### config.mk
export PLATFORM = sky130hd
export DESIGN_NAME = lfsr_gen
export DESIGN_NICKNAME = d
export VERILOG_FILES = /design/src/rtl/lfsr_gen.sv
export SDC_FILE = /design/constraint.sdc
export NUM_CORES = 1
export LEC_CHECK = 0
export BUFFER_PORTS_ARGS = -buffer_cell sky130_fd_sc_hd__buf_4
export CAP_MARGIN = 20
export CORE_ASPECT_RATIO = 1.4
export CORE_MARGIN = 5
export CORE_UTILIZATION = 50
export DETAILED_ROUTE_END_ITERATION = 8
export GPL_TIMING_DRIVEN = 0
export PLACE_DENSITY = 0.79
export SLEW_MARGIN = 5
export SYNTH_ARGS = -nofsm -noshare
export SYNTH_HDL_FRONTEND = slang
export SYNTH_SLANG_ARGS = --single-unit
### constraint.sdc
create_clock -name clk -period 1.8 [get_ports clk]
set_input_delay 0.27 -clock clk [delete_from_list [all_inputs] [get_ports clk]]
set_output_delay 0.27 -clock clk [all_outputs]
set_load 0.1 [all_outputs]
### src/rtl/lfsr_gen.sv
// ---------------------------------------------------------------------------
// lfsr_gen -- seedable Fibonacci / Galois LFSR sequence generator.
//
// After a load with a nonzero seed, the register steps through its sequence.
// It advances once for each cycle in which the consumer accepts the value and
// a step is requested. The run stops when the sequence comes back to the
// seed. When period counting is built in, the count of advances at that
// point is the sequence period.
//
// Parameters
//   N      register width, 2..32
//   TAPS   Fibonacci tap mask; bit i set feeds lfsr_data[i] into the XOR
//   GPOLY  Galois mask; bit i set XORs the feedback bit into bit i
//
// Ports
//   clk           in   rising-edge clock
//   reset         in   asynchronous, active-low reset
//   load_seed     in   load seed_data and start a run (wins over step)
//   seed_data     in   N  seed value; also the end-of-period compare value
//   mode          in   0 = Fibonacci, 1 = Galois; captured on an accepted load
//   step          in   advance request
//   out_ready     in   consumer accepts the current lfsr_data
//   lfsr_data     out  N  current register value
//   out_valid     out  lfsr_data is a valid sequence element (state RUN)
//   lfsr_done     out  sequence has returned to the seed
//   seed_err      out  last load attempt used the all-zero lockup seed
//   period_count  out  N  advances since the last accepted load
//
// Configuration macro
//   LFSR_GEN_PERIOD_EN  defined: period_count is a saturating advance counter.
//                       undefined: no counter is built and period_count is 0.
// ---------------------------------------------------------------------------
module lfsr_gen #(
  parameter int             N     = 8,
  parameter logic [N-1:0]   TAPS  = N'(8'hB8),
  parameter logic [N-1:0]   GPOLY = N'(8'h1D)
) (
  input  logic         clk,
  input  logic         reset,
  input  logic         load_seed,
  input  logic [N-1:0] seed_data,
  input  logic         mode,
  input  logic         step,
  input  logic         out_ready,
  output logic [N-1:0] lfsr_data,
  output logic         out_valid,
  output logic         lfsr_done,
  output logic         seed_err,
  output logic [N-1:0] period_count
);

  localparam logic [1:0] ST_IDLE = 2'd0;
  localparam logic [1:0] ST_RUN  = 2'd1;
  localparam logic [1:0] ST_DONE = 2'd2;

  logic [1:0]   r_state;
  logic [N-1:0] r_lfsr;
  logic [N-1:0] r_seed;      // compare value, frozen at load time
  logic         r_mode;
  logic         r_done;
  logic         r_seed_err;

  logic         w_seed_ok;
  logic         w_advance;
  logic [N-1:0] w_fib_next;
  logic [N-1:0] w_gal_next;
  logic [N-1:0] w_next;
  logic         w_hit_seed;

  // The all-zero state is a lockup point for both structures, so it is
  // rejected as a seed.
  assign w_seed_ok  = (seed_data != '0);

  // A load in the same cycle suppresses the advance.
  assign w_advance  = (r_state == ST_RUN) && step && out_ready && !load_seed;

  assign w_fib_next = {r_lfsr[N-2:0], ^(r_lfsr & TAPS)};
  assign w_gal_next = (r_lfsr << 1) ^ ({N{r_lfsr[N-1]}} & GPOLY);

  // NOTE: every always_comb output gets a default assignment first, so no
  // path leaves it unassigned and no latch is inferred.
  always_comb begin
    w_next = w_fib_next;
    if (r_mode) begin
      w_next = w_gal_next;
    end
  end

  // The period ends on the advance that produces the seed again.
  assign w_hit_seed = (w_next == r_seed);

  // NOTE: state registers use non-blocking assignments, so every register
  // samples the values from before the edge, regardless of statement order.
  always_ff @(posedge clk or negedge reset) begin
    if (!reset) begin
      r_state    <= ST_IDLE;
      r_lfsr     <= '0;
      r_seed     <= '0;
      r_mode     <= 1'b0;
      r_done     <= 1'b0;
      r_seed_err <= 1'b0;
    end else if (load_seed) begin
      r_done <= 1'b0;
      if (w_seed_ok) begin
        r_state    <= ST_RUN;
        r_lfsr     <= seed_data;
        r_seed     <= seed_data;
        r_mode     <= mode;
        r_seed_err <= 1'b0;
      end else begin
        // Rejected load: the register value, seed and mode are kept.
        r_state    <= ST_IDLE;
        r_seed_err <= 1'b1;
      end
    end else if (w_advance) begin
      r_lfsr <= w_next;
      if (w_hit_seed) begin
        r_state <= ST_DONE;
        r_done  <= 1'b1;
      end
    end
  end

`ifdef LFSR_GEN_PERIOD_EN
  logic [N-1:0] r_count;

  // The counter saturates at all-ones, so a very long run never wraps to a
  // misleading small period.
  always_ff @(posedge clk or negedge reset) begin
    if (!reset) begin
      r_count <= '0;
    end else if (load_seed && w_seed_ok) begin
      r_count <= '0;
    end else if (w_advance && (r_count != '1)) begin
      r_count <= r_count + N'(1);
    end
  end

  assign period_count = r_count;
`else
  assign period_count = '0;
`endif

  assign lfsr_data = r_lfsr;
  assign out_valid = (r_state == ST_RUN);
  assign lfsr_done = r_done;
  assign seed_err  = r_seed_err;

endmodule

# Word level (Yosys, flattened, before mapping)
# Index checks and enable logic that the tools add are counted.
# W data, S select, Z words.
# totals
elab_cells	33
regBits	21
input_bits	14
output_inout_bits	19
# op_classes
n_eq_ne	3
mux	12
bitwise	1
reduce_logical	11
# ops
op	count
$mux W8	4
$eq A8 B8 Y1	1
$reduce_bool A8 Y1	1
$reduce_xor A8 Y1	1
$xor A8 B5 Y8	1
$mux W2	3
$reduce_and A2 Y1	3
$mux W1	5
$reduce_bool A2 Y1	2
$logic_and A1 B1 Y1	3
$eq A2 B1 Y1 const B	1
$ne A2 B1 Y1 const B	1
$logic_not A1 Y1	1

# Longest topological paths before layout
# Gate-level depths: netlist of run 1.
# depth
word_depth	6
depth_mapped	5
depth_no_buf	4

# Worst setup path before layout of run 1
# Ideal clock, no wire load.
# synth_path
path_kind	register -> register
from	reg r_state[1]
to	reg r_lfsr[0] (netlist: lfsr_data[0])
period_less_slack_ns	3.419
path_stages_with_launch	6
t_arrival_ns	3.293
n_path_buf	1
required_time_ns	1.674
setup_slack_ns	-1.619
setup_time_ns	0.126
cell_sequence	dfrtp_1 > nor2b_1 > nand3_1 > o21a_1 > buf_6 > a221o_1
# synth_via
elab_chain_len	6
# synth_rtl
element	line	text
from (decl)	56	logic [1:0] r_state;
from (signal assigned)	96	r_state <= ST_IDLE;
from (signal assigned)	105	r_state <= ST_RUN;
from (signal assigned)	112	r_state <= ST_IDLE;
$eq A2 B1 Y1	-	
named net out_valid	46	output logic out_valid,
$logic_and A1 B1 Y1 (3 in a row)	75	assign w_advance = (r_state == ST_RUN) && step && out_ready && !load_seed;
$reduce_bool A2 Y1 (no source line)	-	
$reduce_and A2 Y1 (no source line)	-	
to (signal assigned)	106	r_lfsr <= seed_data;
to (signal assigned)	116	r_lfsr <= w_next;
to (decl)	57	logic [N-1:0] r_lfsr;
# The timed path passes the listed nets, and every way through them passes these cells.
# A chain may end at the register's enable or synchronous reset.

# Final worst setup path of run 1
# layout_path
from	reg r_lfsr[2] (netlist: lfsr_data[2])
to	reg r_state[0]
# layout_via
elab_chain_len	5
# layout_rtl
element	line	text
$xor A8 B5 Y8	78	assign w_gal_next = (r_lfsr << 1) ^ ({N{r_lfsr[N-1]}} & GPOLY);
$mux W8 (*)	84	if (r_mode) begin
$eq A8 B8 Y1 (*)	90	assign w_hit_seed = (w_next == r_seed);
$reduce_bool A2 Y1 (no source line) (*)	-	
$reduce_and A2 Y1 (no source line) (*)	-	
# Mark *: on every way between the ends. The rest lies on a longest branch, timed or not.

==> flow_metrics.tcl, run 1 <==
set metrics [dict create \
    clk_latency_ps 310 \
    synth_top_area_share_pct 44.3 \
    grt_overflow_total 0 \
    yosys_warnings 0 \
    path_clk_slew_ps 110 \
    grt_setup_unrepaired "no" \
    reg2reg_slack_ps 100 \
    seqCellArea_sq_um 522 \
    cts_buffers 3 \
    core_sq_um 2180 \
    post_cts_resized 0 \
    synthFlopType "dfrtp_1" \
    grt_util_all_layers_pct 16.6 \
    pre_cts_slack_ps -143 \
    setup_slack_ps 98.1 \
    p_per_area_nw_per_um2 1240 \
    synth_edf_count 0 \
    worst_pin_slew_ps 517 \
    ys_seq_area_share_pct 44.3 \
    reg2reg_to "r_state[0]$_DFFE_PN0P_" \
    die_h_um 66.2 \
    crit_fanout 3 \
    detail-route-antenna-nets 0 \
    whs_ps 183 \
    endpoint "r_state[0]$_DFFE_PN0P_" \
    critical_path_required_ps 1990 \
    peakVddDrop_mv 0.707 \
    max_slew_margin_pct 65.5 \
    start_util_pct 51.8 \
    setup_viol 0 \
    hp-class "in2reg" \
    ys_top_cells_by_area "dfrtp_1, mux2_4, xnor2_1, buf_4, mux2_2" \
    antenna_cells 0 \
    dr_total_vias 858 \
    reg2reg_depth 4 \
    drt_pass1_iterations 4 \
    port_buffers 24 \
    multi_input_area_sq_um 579 \
    dieArea_sq_um 3320 \
    grt_pass1_wl_um 4270 \
    htreeDepth 1 \
    num_io_pins 33 \
    dp.cells 149 \
    die_x_um 50.2 \
    cts_max_path_buffers 2 \
    antenna_found_initial 0 \
    clock_sinks 20 \
    period_share_pct 94.5 \
    finalCriticalPeriod_ps 1700 \
    power.total_mw 1.83 \
    yosysMostFrequentCell "dfrtp_1" \
    startpoint "lfsr_data[2]$_DFFE_PN0P_" \
    ys_seq_elements 20 \
    synth_area_per_cell_sq_um 11.8 \
    finClkSkew_ps 6.71 \
    synthCells 96 \
    cap_violations 0 \
    yosys.area.top_type "dfrtp_1" \
    crit_path_end_kind "flip-flop" \
    row_count 20 \
    ys_types 31 \
    setup.worst_path.start_class "flip-flop" \
    worstReg2RegStart "lfsr_data[2]$_DFFE_PN0P_" \
    fin_nets 149 \
    gp_congestion 0.819 \
    area_growth_pct 30.6 \
    drt-initial-drc-count 19 \
    drive_gt1_share_pct 47.8 \
    max_freq_mhz 588 \
    async_flop_share_pct 100 \
    synth_common_cells "dfrtp_1, nand2_1, buf_4" \
    dp_hpwl_um 1910 \
    syn-cell-area_sq_um 1130 \
    outcome "completed" \
    cts.root.buffer_cell "clkbuf_4" \
    routed_via_density 5.50 \
    maxSlewViolCount 0 \
    instances_no_fill 156 \
    worstSetupPathType "reg2reg" \
    p_leak_nw 0.714 \
    wl_um 2520 \
    hold_viol 0 \
    cts_tree "built" \
    grt_max_degree 21 \
    arrival_ps 1890 \
    wl_per_cell_um 16.1 \
    grt_pass1_vias 903 \
    drc_errors 0 \
    nFillCells 185 \
]
==> area by class of cell <==
class / count / area share [%]
multi-input combinational: 70 / 39.3
sequential: 20 / 35.4
timing repair buffer: 27 / 13.9
buffer: 12 / 5.69
clock inverter: 1 / 2.04
tap: 22 / 1.87
clock buffer: 3 / 1.53
inverter: 1 / 0.255
==> worst min-delay path by stage <==
stage            startpoint                  endpoint  slack, ps  cells after the start
2_1_floorplan         reset  lfsr_data[0]$_DFFE_PN0P_        -30                      0
3_3_place_gp          reset     r_seed[2]$_DFFE_PN0P_        160                      1
3_5_place_dp          reset  lfsr_data[2]$_DFFE_PN0P_        160                      1
4_1_cts        seed_data[3]     r_seed[3]$_DFFE_PN0P_        190                      3
5_1_grt                mode        r_mode$_DFFE_PN0P_        190                      2
6_report       seed_data[3]     r_seed[3]$_DFFE_PN0P_        180                      3
==> placed cells by master (no fill, tap or decap), types with 2 or more instances in the layout <==
| master | count |
|---|---|
| or4_1 | 2 |
| buf_4 | 34 |
| conb_1 | 8 |
| o21ai_0 | 3 |
| dfrtp_1 | 13 |
| xnor3_1 | 2 |
| o21a_1 | 2 |
| xor2_1 | 4 |
| a22o_1 | 4 |
| nand4_1 | 2 |
| xnor2_1 | 7 |
| dfrtp_2 | 2 |
| mux2_2 | 5 |
| dfrtp_4 | 5 |
| nand2_1 | 10 |
| clkbuf_4 | 3 |
| mux2_4 | 7 |
| nor2_1 | 2 |
==> power breakdown <==
| group | internal, mW | switching [mW] |
|---|---|---|
| sequential | 0.527 | 0.0736 |
| combinational | 0.292 | 0.565 |
| clock | 0.225 | 0.144 |
==> kinds of logic (layout without fill, tap and decap cells) <==
family	after synthesis	in the layout	synth area share (%)
and+or+nand+nor	21	21	9.53
AOI/OAI and AO/OA	16	16	11.2
DFF	20	20	44.3
buffers and inverters	13	44	7.76
xor gates and xnor gates	13	13	12.5
muxes	12	12	14.3
other	1	8	0.332
==> per-layer routing <==
layer | wire length [um] | GRT usage [%]
met3 | 153 | 4.06
met5 | 0 | 0
met1 | 966 | 18.3
met4 | 89 | 7.87
met2 | 1310 | 29.1
==> state kept, by name, summed over array words and instances, names as in the netlist <==
signal     count
lfsr_data      8
r_state        2
r_mode         1
r_seed         8
seed_err       1
==> metrics by stage <==
step	TNS (ps)	util [%]	instance area, sq um
after floorplan	-2530	-	1190
after global placement	-809	64.1	1400
after detailed placement	-973	64.1	1400
after CTS	0	67.0	1460
after global routing	0	67.7	1470
final	0	67.7	1470
==> what timing repair did <==
action                     4_1_cts  5_1_grt
buffers inserted                 0        2
hold buffers                     1        0
setup endpoints to repair        0        1
hold endpoints to repair        20        0
==> critical path: stages, from the launching register on <==
cell and delay, ps:
dfrtp_4 500, xnor2_1 140, or4_1 540, a211oi_2 290, a31oi_1 120
Note: power is estimated with default switching activity, not from simulation.
==> run 2: changes to the inputs <==
--- a/config.mk
+++ b/config.mk
@@ -13,6 +13,7 @@
 export DETAILED_ROUTE_END_ITERATION = 8
 export GPL_TIMING_DRIVEN = 0
 export PLACE_DENSITY = 0.79
+export RECOVER_POWER = 50
 export SLEW_MARGIN = 5
 export SYNTH_ARGS = -nofsm -noshare
 export SYNTH_HDL_FRONTEND = slang
==> run 2 against run 1 <==
Global-route usage did not move. Critical path depth did not move. Clock-buffer cell count is the same. Die area did not move. Hold slack about the same. Largest power group unchanged. Sequential power hardly changed. Via count shrank 0.12%. Non-clock buffer count unchanged.
==> flow_metrics.tcl, run 2 (synthesis gave the netlist of run 1 again) <==
set metrics [dict create \
    setup.worst_path.start_class "flip-flop" \
    peakVddDrop_mv 0.707 \
    htreeDepth 1 \
    most-common-layout-cells "buf_4, dfrtp_1, nand2_1, conb_1" \
    grt_util_all_layers_pct 16.6 \
    cts_max_path_buffers 2 \
    drt_pass1_iterations 4 \
    row_count 20 \
    num_io_pins 33 \
    pre_cts_slack_ps -143 \
    core_sq_um 2180 \
    grt_pass1_wl_um 4270 \
    setup_slack_ps 99.0 \
    cts_tree "built" \
    arrival_ps 1890 \
    max_freq_mhz 588 \
    setup_viol 0 \
    port_buffers 24 \
    drc_errors 0 \
    drt-initial-drc-count 19 \
    worst_pin_slew_ps 1030 \
    final_area_sq_um 1460 \
    hp-class "in2reg" \
    p_leak_nw 0.708 \
    cts.root.buffer_cell "clkbuf_4" \
    critical_path_required_ps 1990 \
    crit_fanout 3 \
    maxSlewViolCount 0 \
    crit_path_end_kind "flip-flop" \
    grt_max_degree 21 \
    start_util_pct 51.8 \
    final_util_pct 67.2 \
    clk_latency_ps 310 \
    worstSetupPathType "reg2reg" \
    outcome "completed" \
    grt_pass1_vias 903 \
    antenna_found_initial 0 \
    layout_commonest_cell "buf_4" \
    grt_overflow_total 0 \
    wl_um 2510 \
    hold_viol 0 \
    drive_gt1_share_pct 47.0 \
    die_x_um 50.2 \
    whs_ps 183 \
    dp_hpwl_um 1910 \
    max_slew_margin_pct 31.1 \
    finalCriticalPeriod_ps 1700 \
    die_h_um 66.2 \
    wl_per_cell_um 16.1 \
    finClkSkew_ps 6.80 \
    antenna_cells 0 \
    clock_sinks 20 \
    grt_setup_unrepaired "no" \
    gp_congestion 0.819 \
    dieArea_sq_um 3320 \
    cts_buffers 3 \
    period_share_pct 94.5 \
    fin_nets 149 \
    detail-route-antenna-nets 0 \
    cap_violations 0 \
    power.total_mw 1.82 \
    p_per_area_nw_per_um2 1240 \
    path_clk_slew_ps 110 \
    area_growth_pct 29.6 \
    post_dp_cell_area_sq_um 1400 \
    routed_via_density 5.49 \
    dr_total_vias 857 \
]
==> run 2: routing by layer <==
layer  up-vias  track usage, %  wire length [um]  part of all wire [%]
met3        12            4.06               153                   6.1
met1       417            18.3               966                    38
li1        396               -                 -                     -
met4         0            7.87                89                   3.5
met2        32            29.1              1310                    52
met5         -               0                 0                     0
==> run 2: worst max-delay path, cell delays in order, from the launching register on <==
cell	delay [ps]
dfrtp_4	500
xnor2_1	140
or4_1	540
a211oi_2	290
a31oi_1	120
==> run 2: per-stage QoR <==
| step | setup TNS, ps | std cells |
|---|---|---|
| after detailed placement | -973 | 149 |
| after floorplan | -2530 | 103 |
| after global routing | 0 | 156 |
| after CTS | 0 | 154 |
| after global placement | -809 | 149 |
| final | 0 | 156 |
==> run 2: area by class of cell <==
cell class / count / area, sq um
fill: 187 / 714
buffer: 12 / 83.8
inverter: 1 / 3.75
clock buffer: 3 / 22.5
multi-input combinational: 70 / 579
sequential: 20 / 522
tap: 22 / 27.5
timing repair buffer: 27 / 194
clock inverter: 1 / 30.0
==> run 2: repair_timing <==
action                                 in CTS  in global routing
resized for setup                           0                  0
endpoints found under the hold margin      20                  0
buffers inserted                            0                  2
hold buffers                                1                  0
setup endpoints to repair                   0                  1
==> run 2: power by group <==
group	leakage (nW)	switching (mW)	internal, mW	total (mW)
Clock	0.0279	0.145	0.225	0.370
Combinational	0.447	0.565	0.284	0.849
Sequential	0.234	0.0733	0.527	0.601
Total	0.708	0.783	1.04	1.82
==> run 2: final timing paths <==
path | startpoint | end | slack [ps] | cells past startpoint
worst max-delay path | lfsr_data[2]$_DFFE_PN0P_ | r_state[0]$_DFFE_PN0P_ | 100 | 4
worst min-delay path | seed_data[3] | r_seed[3]$_DFFE_PN0P_ | 180 | 3
worst max register to register | lfsr_data[2]$_DFFE_PN0P_ | r_state[0]$_DFFE_PN0P_ | 100 | 4
worst min register to register | seed_err$_DFFE_PN0P_ | seed_err$_DFFE_PN0P_ | 490 | 1
max in group asynchronous | reset | r_state[1]$_DFFE_PN0P_ | 400 | 2
min in group asynchronous | reset | r_seed[4]$_DFFE_PN0P_ | 650 | 2
